===== src/rtl/gfx_pkg.sv =====
// Shared graphics definitions: colour-depth codes, address-to-coordinate
// FSM states and the bits-per-pixel lookup used by the address blocks.
package gfx_pkg;

  localparam logic [1:0] BPP8  = 2'd0;
  localparam logic [1:0] BPP16 = 2'd1;
  localparam logic [1:0] BPP24 = 2'd2;
  localparam logic [1:0] BPP32 = 2'd3;

  typedef enum logic [1:0] {
    IDLE,
    SETUP,
    DIV,
    FIX
  } a2c_state_t;

  // Bits per pixel for a colour-depth code; unknown codes fall back to 16.
  function automatic logic [5:0] bpp_bits(input logic [1:0] color_depth);
    logic [5:0] bits;
    case (color_depth)
      BPP8:    bits = 6'd8;
      BPP16:   bits = 6'd16;
      BPP24:   bits = 6'd24;
      BPP32:   bits = 6'd32;
      default: bits = 6'd16;
    endcase
    return bits;
  endfunction

endpackage


===== src/rtl/gfx_serial_divider.sv =====
// Serial restoring divider: one quotient bit per clock, MSB first,
// exactly DW clocks after start.
module gfx_serial_divider #(
  parameter int unsigned DW = 28,
  parameter int unsigned VW = 10
) (
  input  logic          clk,
  input  logic          rst_n,
  input  logic          start,
  input  logic [DW-1:0] dividend,
  input  logic [VW-1:0] divisor,
  output logic          done,
  output logic [DW-1:0] quot,
  output logic [VW-1:0] rem
);

  localparam int unsigned CW = $clog2(DW + 1);

  logic [DW-1:0] q;
  logic [VW-1:0] r;
  logic [VW-1:0] d;
  logic [CW-1:0] cnt;
  logic [VW:0]   trial;
  logic          ge;

  // Trial subtraction of the divisor from the shifted partial remainder.
  always_comb begin
    trial = {r, q[DW-1]};
    ge    = (trial >= {1'b0, d});
  end

  // Load operands on start, then shift quotient bits into q while dividend
  // bits shift out of its top end.
  always_ff @(posedge clk or negedge rst_n) begin
    if (!rst_n) begin
      q   <= '0;
      r   <= '0;
      d   <= '0;
      cnt <= '0;
    end else if (start) begin
      q   <= dividend;
      r   <= '0;
      d   <= divisor;
      cnt <= CW'(DW);
    end else if (cnt != '0) begin
      q   <= {q[DW-2:0], ge};
      r   <= ge ? VW'(trial - {1'b0, d}) : VW'(trial);
      cnt <= cnt - 1'b1;
    end
  end

  // done is high during the final iteration so the owner leaves its wait
  // state on the same edge that writes the last quotient bit.
  assign done = (cnt == CW'(1));
  assign quot = q;
  assign rem  = r;

endmodule


===== src/rtl/gfx_address_to_coord.sv =====
// Maps a strip-aligned bitmap address plus in-strip bit position back to
// pixel (x,y): y = strip index / strips-per-line, x from the remainder.
module gfx_address_to_coord
  import gfx_pkg::*;
#(
  parameter  int unsigned SW = 128,
  localparam int unsigned BN = $clog2(SW) - 1,
  localparam int unsigned SB = $clog2(SW / 8),
  localparam int unsigned DW = 32 - SB
) (
  input  logic        clk,
  input  logic        rst_n,
  input  logic        req_i,
  input  logic [31:0] base_address_i,
  input  logic [1:0]  color_depth_i,
  input  logic [15:0] bmp_width_i,
  input  logic [31:0] address_i,
  input  logic [BN:0] mb_i,
  output logic        busy_o,
  output logic        done_o,
  output logic        err_o,
  output logic [15:0] x_coord_o,
  output logic [15:0] y_coord_o
);

  a2c_state_t state, state_next;

  logic [31:0]   base_r;
  logic [31:0]   addr_r;
  logic [1:0]    depth_r;
  logic [15:0]   width_r;
  logic [BN:0]   mb_r;
  logic [BN:0]   pix_r;
  logic          err_r;

  logic [5:0]    bits;
  logic [32:0]   off;
  logic [DW-1:0] sidx;
  logic [9:0]    nstr;
  logic [8:0]    mbx;
  logic [BN:0]   pix_c;
  logic [6:0]    pps;
  logic          setup_err;

  logic          div_start;
  logic          div_done;
  logic [DW-1:0] quot;
  logic [9:0]    rem;

  logic          fix_err;
  logic [15:0]   x_calc;

  // Setup arithmetic on the captured request: offset, strip index,
  // strips per line and pixel-within-strip.
  always_comb begin
    bits      = bpp_bits(depth_r);
    off       = {1'b0, addr_r} - {1'b0, base_r};
    sidx      = DW'(off[31:0] >> SB);
    nstr      = 10'(({6'b0, width_r} * {16'b0, bits}) >> $clog2(SW));
    mbx       = 9'(mb_r);
    pix_c     = '0;
    pps       = '0;
    case (depth_r)
      BPP8:    begin pix_c = (BN+1)'(mbx >> 3);     pps = 7'(SW / 8);  end
      BPP24:   begin pix_c = (BN+1)'(mbx / 9'd24);  pps = 7'(SW / 24); end
      BPP32:   begin pix_c = (BN+1)'(mbx >> 5);     pps = 7'(SW / 32); end
      default: begin pix_c = (BN+1)'(mbx >> 4);     pps = 7'(SW / 16); end
    endcase
    setup_err = off[32] | (nstr == '0) | (9'(pix_c) >= 9'(pps));
  end

  // Final coordinate assembly from the divider result.
  always_comb begin
    fix_err = err_r | (quot > DW'(16'hFFFF));
    x_calc  = 16'(17'(rem) * 17'(pps) + 17'(pix_r));
  end

  gfx_serial_divider #(
    .DW (DW),
    .VW (10)
  ) u_div (
    .clk      (clk),
    .rst_n    (rst_n),
    .start    (div_start),
    .dividend (sidx),
    .divisor  (nstr),
    .done     (div_done),
    .quot     (quot),
    .rem      (rem)
  );

  // State register.
  always_ff @(posedge clk or negedge rst_n) begin
    if (!rst_n) state <= IDLE;
    else        state <= state_next;
  end

  // Next-state logic and divider launch.
  always_comb begin
    state_next = state;
    div_start  = 1'b0;
    case (state)
      IDLE:  if (req_i) state_next = SETUP;
      SETUP: begin
        if (setup_err) begin
          state_next = FIX;
        end else begin
          div_start  = 1'b1;
          state_next = DIV;
        end
      end
      DIV:   if (div_done) state_next = FIX;
      FIX:   state_next = IDLE;
      default: state_next = IDLE;
    endcase
  end

  // Request capture, setup results and registered outputs.
  always_ff @(posedge clk or negedge rst_n) begin
    if (!rst_n) begin
      base_r    <= '0;
      addr_r    <= '0;
      depth_r   <= '0;
      width_r   <= '0;
      mb_r      <= '0;
      pix_r     <= '0;
      err_r     <= 1'b0;
      busy_o    <= 1'b0;
      done_o    <= 1'b0;
      err_o     <= 1'b0;
      x_coord_o <= '0;
      y_coord_o <= '0;
    end else begin
      done_o <= 1'b0;
      case (state)
        IDLE: begin
          if (req_i) begin
            base_r  <= base_address_i;
            addr_r  <= address_i;
            depth_r <= color_depth_i;
            width_r <= bmp_width_i;
            mb_r    <= mb_i;
            busy_o  <= 1'b1;
          end
        end
        SETUP: begin
          err_r <= setup_err;
          pix_r <= pix_c;
        end
        FIX: begin
          done_o    <= 1'b1;
          busy_o    <= 1'b0;
          err_o     <= fix_err;
          x_coord_o <= fix_err ? '0 : x_calc;
          y_coord_o <= fix_err ? '0 : quot[15:0];
        end
        default: ;
      endcase
    end
  end

endmodule


===== config.mk =====
export PLATFORM = sky130hd
export DESIGN_NAME = gfx_address_to_coord
export DESIGN_NICKNAME = d
export VERILOG_FILES = /design/src/rtl/gfx_pkg.sv /design/src/rtl/gfx_serial_divider.sv /design/src/rtl/gfx_address_to_coord.sv
export SDC_FILE = /design/constraint.sdc
export NUM_CORES = 1
export LEC_CHECK = 0
export CAP_MARGIN = 20
export CORE_MARGIN = 2
export CORE_UTILIZATION = 40
export CTS_CLUSTER_DIAMETER = 80
export DETAILED_ROUTE_END_ITERATION = 8
export MAX_ROUTING_LAYER = met4
export PLACE_DENSITY = 0.66
export SLEW_MARGIN = 20
export SYNTH_ARGS = -nofsm -noshare
export SYNTH_HDL_FRONTEND = slang
export SYNTH_SLANG_ARGS = --single-unit

===== constraint.sdc =====
create_clock -name clk -period 13.8 [get_ports clk]
set_clock_uncertainty 0.15 [all_clocks]
set_input_delay 2.07 -clock clk [delete_from_list [all_inputs] [get_ports clk]]
set_output_delay 2.07 -clock clk [all_outputs]
set_load 0.01 [all_outputs]

# == After elaboration in Yosys (flattened, before gate mapping) ==
# Index checks and enable logic that the tools add are counted.
# totals
elab_cells,69
in_bits,92
out_inout_bits,35
regBits,187
# classes
order_cmp,3
multipliers,2
bitwise,3
mux,21
add_sub_neg,4
reduce_logical,9
eq_ne,9
n_div,1
# ops
cell,n
28-bit two-way mux,2
32-bit by 32-bit subtractor with 33-bit output,1
16-bit two-way mux,2
10-bit two-way mux,3
"28-bit by 16-bit greater-than comparator with 1-bit output, second input constant",1
6-bit one-hot mux with 4 select lines,1
7-bit one-hot mux with 3 select lines,1
16-bit by 6-bit multiplier with 17-bit output,1
16-bit by 7-bit adder with 16-bit output,1
10-bit by 5-bit multiplier with 15-bit output,1
5-bit one-hot mux with 3 select lines,1
11-bit by 10-bit greater-or-equal comparator with 1-bit output,1
10-bit logical NOT,1
5-bit two-way mux,2
10-bit subtractor,1
"7-bit by 5-bit divider with 9-bit output, second input constant",1
"2-bit == test, second input constant",4
2-bit one-hot mux with 4 select lines,1
7-bit greater-or-equal comparator,1
2-bit AND reduction,3
"5-bit by 1-bit == test with 1-bit output, second input constant",1
1-bit two-way mux,5
5-bit nonzero test,1
"5-bit by 1-bit subtractor with 5-bit output, second input constant",1
7 further kinds,14

# == Longest topological paths before layout ==
# logic_depth
ltp_word,9
depth_mapped,22
ltp_nobuf,20

# == Modules after synthesis ==
# From an unflattened synthesis, not the netlist that was laid out.
# hier_totals
cells_unflattened,1266
area_unflattened_um2,12518.3
# by_module_without_submodules
module,instances,area_each_um2,cells_per_inst,seq_area_each_um2
gfx_address_to_coord,1,9542.9,959,3228.1
gfx_serial_divider,1,2975.4,307,1326.3

# == Least setup slack after synthesis ==
# No wires, ideal clock.
# synth_timing
path_type,flip-flop to flip-flop
startpoint,register depth_r[0]
endpoint,register x_coord_o[14]
t_arrival_ns,4.706
setup_ns,0.122
path_slack_ns,8.822
path_stages_with_launch,22
required_ns,13.528
period_less_slack_ns,4.978
n_path_buf,1
path_cell_list,dfrtp_1 inv_1 ha_1 nor2_1 nor2_1 clkbuf_1 nand2_1 fa_1 inv_1 ha_1 inv_1 fa_1 inv_1 ha_1 nand2_1 o21a_1 o311ai_1 nand4_1 nor4b_2 and3_1 nand4_1 a32o_1
# synth_via
elab_chain_len,5
word_cells_on_any_way,7
cone_classes,add/sub (1); mul (1); eq/ne (2); mux (2); reduce/logical (1)
# synth_lines
element,line_no,source
start: declaration,gfx_address_to_coord.sv:30,logic [1:0] depth_r;
start signal: assignment,gfx_address_to_coord.sv:140,depth_r <= color_depth_i;
2-bit == test / 2-bit logical NOT (equally long branches),gfx_address_to_coord.sv:63,case (depth_r)
5-bit one-hot mux with 3 select lines *,gfx_address_to_coord.sv:63,
10-bit by 5-bit multiplier with 15-bit output *,gfx_address_to_coord.sv:75,x_calc = 16'(17'(rem) * 17'(pps) + 17'(pix_r));
16-bit by 7-bit adder with 16-bit output *,gfx_address_to_coord.sv:75,
16-bit two-way mux *,gfx_address_to_coord.sv:154,x_coord_o <= fix_err ? '0 : x_calc;
end signal: assignment,gfx_address_to_coord.sv:154,
end: declaration,gfx_address_to_coord.sv:22,"output logic [15:0] x_coord_o,"
# Mark *: on every way between the ends. The rest lies on a longest branch, timed or not.
# A chain may end at the register's enable or synchronous reset.

# == Final worst setup path ==
# layout_timing
startpoint,register depth_r[0]
endpoint,register u_div.d[5]
# layout_via
elab_chain_len,8
word_cells_on_any_way,14
cone_classes,mul (1); order compare (1); eq/ne (3); mux (5); bitwise (2); reduce/logical (2)
# layout_lines
element,line_no,source
"2-bit == test, or another cell as far along","gfx_pkg.sv:20, gfx_address_to_coord.sv:63",
6-bit one-hot mux with 4 select lines,gfx_pkg.sv:20,case (color_depth)
16-bit by 6-bit multiplier with 17-bit output,gfx_address_to_coord.sv:59,"nstr = 10'(({6'b0, width_r} * {16'b0, bits}) >> $clog2(SW));"
10-bit logical NOT,gfx_address_to_coord.sv:69,setup_err = off[32] | (nstr == '0) | (9'(pix_c) >= 9'(pps));
1-bit OR (2 in a row),gfx_address_to_coord.sv:69,
1-bit two-way mux,gfx_address_to_coord.sv:105,if (setup_err) begin
1-bit two-way mux,gfx_address_to_coord.sv:102,case (state)
end signal: assignment,gfx_serial_divider.sv:43,d <= divisor;
end: declaration,gfx_serial_divider.sv:21,logic [VW-1:0] d;
# Several ways; a longest one is shown, not always the timed one. The select of a mux whose other input is x is not followed.

==> flow_metrics.env <==
export IMPL_cts_hold_buffers_added=0
export IMPL_initial_core_util=0.409
export IMPL_critical_path_n_buffers_inverters=2
export IMPL_first_global_vias=8501
export IMPL_worst_path_fanout_max=54
export IMPL_timing_max_transition_violations_final=0
export IMPL_cts_repair_resize_count=0
export IMPL_yosys_register_bits=179
export IMPL_clock_tree_buffer_depth=2
export IMPL_cts_setup_buffers=0
export IMPL_timing_critical_path_mode_cell="ha_1"
export IMPL_detailedPlacementHpwl_um=18900
export IMPL_firstDrtPassIters=5
export IMPL_layout_commonest_cell="dfrtp_1"
export IMPL_crit_arrival_ps=6250
export IMPL_postLayoutCellArea_um2=14400
export IMPL_grt_use_met3=0.0456
export IMPL_timing_critical_path_cells="inv_1 -> ha_1 -> and2_1 -> fa_1 -> ha_1 -> ha_1 -> ha_1 -> fa_1 -> a21oi_1 -> o21ai_0 -> a21oi_1 -> xnor2_1 -> nor3_1 -> a41oi_1 -> nand3_2 -> buf_4 -> mux2_2"
export IMPL_cpLargestDelayFamily="adder cells"
export IMPL_cts_max_level=4
export IMPL_antenna_found_initial=2
export IMPL_synth_edf_count=0
export IMPL_postSynthNetCount=1411
export IMPL_syn_area_um2=12200
export IMPL_port_buffer_count=121
export IMPL_layout_common_cells="179 x dfrtp_1, 120 x clkdlybuf4s50_1, 119 x inv_1, 117 x ha_1, 90 x mux2_2"
export IMPL_grt_met1_usage=0.209
export IMPL_critical_path_max_stage_delay_ps=640
export IMPL_min_path_cells=1
export IMPL_unrepaired_setup_endpoints_after_global_routing="false"
export IMPL_finalNonFillerCells=1686
export IMPL_worst_endpoint_required_ps=13980
export IMPL_detail_route_wl_per_cell_um=14.8
export IMPL_share_of_layout_cells_above_drive_strength_1=0.112
export IMPL_skew_pair_late_insertion_delay_ps=450
export IMPL_cts_tree="yes"
export IMPL_place_gp_congestion=0.895
export IMPL_fmax_mhz=165
export IMPL_clkTransAtPathRegs_ps=80
export IMPL_result_of_the_run="complete, no violations"
export IMPL_parity_gate_share_of_the_synthesized_area_counting_xor_and_xnor_cells=0.0473
export IMPL_syn_mean_instance_area_um2=10.4
export IMPL_post_place_cells=1650
export IMPL_remaining_drc_errors=0
export IMPL_timing_setup_critical_path_class="reg2reg"
export IMPL_cp_capture_type="flip-flop"
export IMPL_synthesized_netlist_cell_count=1173
export IMPL_tightestPinTransition_ps=962
export IMPL_io_pin_count=127
export IMPL_timing_hold_worst_class="reg2reg"
export IMPL_cts_buffers_inserted=17
export IMPL_netlist_cell_type_count=69
export IMPL_fin_crit_ps=6080
export IMPL_simple_gate_fraction_of_synth_area=0.101
export IMPL_fp_dieH_um=179
export IMPL_grt_start_max_net_pins=115
export IMPL_final_hold_violation_count=0
export IMPL_globalRouteOverflowTotal=0
export IMPL_timing_critical_path_slowest_stage_cell="dfrtp_1"
export IMPL_flow_area_growth_from_synthesis_pct=18.0
export IMPL_num_rows=63
export IMPL_worst_r2r_cell_count=17
export IMPL_min_delay_start="err_r"
export IMPL_fin_nets=1517
export IMPL_r2r_start="depth_r[0]"
export IMPL_cts_sink_count=179
export IMPL_clockRootBuffer="clkbuf_16"
export IMPL_regToRegSetupSlack_ps=7720
export IMPL_placedInstanceArea_um2=13800
export IMPL_grt_pass1_wl_um=41200
export IMPL_gr_max_usage_layer="met2"
export IMPL_drt_vias_per_instance=5.14
export IMPL_synth_compound_area_share=0.125
export IMPL_finalWirelength_um=25000
export IMPL_fin_setup_tns_ps=0
export IMPL_synth_yosys_warnings=0
export IMPL_core_um2=29900
export IMPL_die_area_um2=31900
export IMPL_postSynth_asyncResetShare=1.00
export IMPL_synth_top_flop_cell="dfrtp_1"
export IMPL_drt_iter0_markers=337
export IMPL_yosysSeqAreaShare=0.367
export IMPL_max_slew_margin_rel=0.358
export IMPL_grtUsageMet2=0.262
export IMPL_period_share=0.440
export IMPL_min_delay_worst_endpoint="err_r"
export IMPL_synth_mux_area_frac=0.141
export IMPL_crit_path_start_kind="flip-flop"
export IMPL_die_w_um=179
export IMPL_timing_final_setup_violations=0
export IMPL_cap_viol_max_count=0
export IMPL_detailroute_via_count=8674
export IMPL_regToRegEndpoint="u_div.d[5]"
export IMPL_groute_usage_overall=0.167
export IMPL_post_synth_fa_ha_maj_area_fraction=0.167
export IMPL_synth_top_family_by_area="adder cells"
export IMPL_final_antenna_net_count=0
[cell usage after synthesis, types with 6 or more instances]
master    instances  share of area
nand4_1          11         0.0056
clkbuf_1         25         0.0077
and2_1           32          0.016
dfrtp_1         179           0.37
mux2_2           90          0.083
nand2_1          88          0.027
inv_1           119          0.037
a21oi_1          51          0.021
xor2_1           20          0.014
ha_1            117           0.12
and3_1            6         0.0031
nand3_1          11         0.0045
o21ai_0          36          0.015
o211ai_1          6         0.0037
xnor2_1          46          0.033
a21o_1           16         0.0098
nor2_1           38          0.012
fa_1             29          0.048
nor3_1           15         0.0061
mux2i_1          69          0.057
o21a_1            8         0.0049
buf_1             7         0.0022
nor2b_1          23          0.012
a211oi_1          6         0.0037
a22o_1           30          0.022
o211a_1           9         0.0074
[kinds of logic after synthesis]
family                   after synthesis
buffers and inverters                159
adder cells (fa/ha/maj)              146
XOR/XNOR                              66
AND/OR/NAND/NOR                      248
AO/OA/AOI/OAI                        215
multiplexers                         160
flip-flops                           179
[registers in the layout (all words and copies together), names as in the netlist]
| signal | count |
|---|---|
| u_div.quot | 28 |
| err_o | 1 |
| err_r | 1 |
| y_coord_o | 16 |
| depth_r | 2 |
| state | 2 |
| width_r | 14 |
| u_div.rem | 10 |
| mb_r | 4 |
| base_r | 32 |
| pix_r | 4 |
| addr_r | 32 |
| busy_o | 1 |
| u_div.cnt | 5 |
| x_coord_o | 16 |
| done_o | 1 |
| u_div.d | 10 |
[metal layers]
| metal | part of all wire | up-vias | routed length [µm] |
|---|---|---|---|
| met1 | 0.46 | 4164 | 11500 |
| li1 | - | 4330 | - |
| met5 | 0 | - | 0 |
| met4 | 0.020 | 0 | 500 |
| met3 | 0.053 | 31 | 1340 |
| met2 | 0.47 | 149 | 11700 |
[layout make-up]
cell class                      instances  area (µm²)
Fill cell                            2712       15500
Multi-Input combinational cell        835        7120
Sequential cell                       179        4480
Timing Repair Buffer                  126        1250
Tap cell                              390         488
Inverter                              120         450
Clock buffer                           18         439
Clock inverter                         14         168
Antenna cell                            4        10.0
[stage by stage]
stage	utilization	hold WS, ps	setup WS, ps
floorplan	-	302	8820
global placement	0.461	328	7820
detailed placement	0.462	332	7720
CTS	0.482	348	7670
global route	0.482	372	7260
finish	0.482	342	7720
[worst max path at each step]
stage | startpoint | endpoint | slack (ps) | cells past startpoint
final | depth_r[0] | u_div.d[5] | 7720 | 17
after global routing | depth_r[0] | u_div.d[0] | 7260 | 17
after CTS | depth_r[0] | u_div.d[5] | 7670 | 17
after detailed placement | depth_r[0] | x_coord_o[14] | 7720 | 20
after global placement | depth_r[0] | u_div.d[1] | 7820 | 17
after floorplan | depth_r[0] | x_coord_o[14] | 8820 | 21
Power is left out: the tool's default activity adds up to more than one toggle a clock period on the data nets, which glitch-free logic cannot reach.
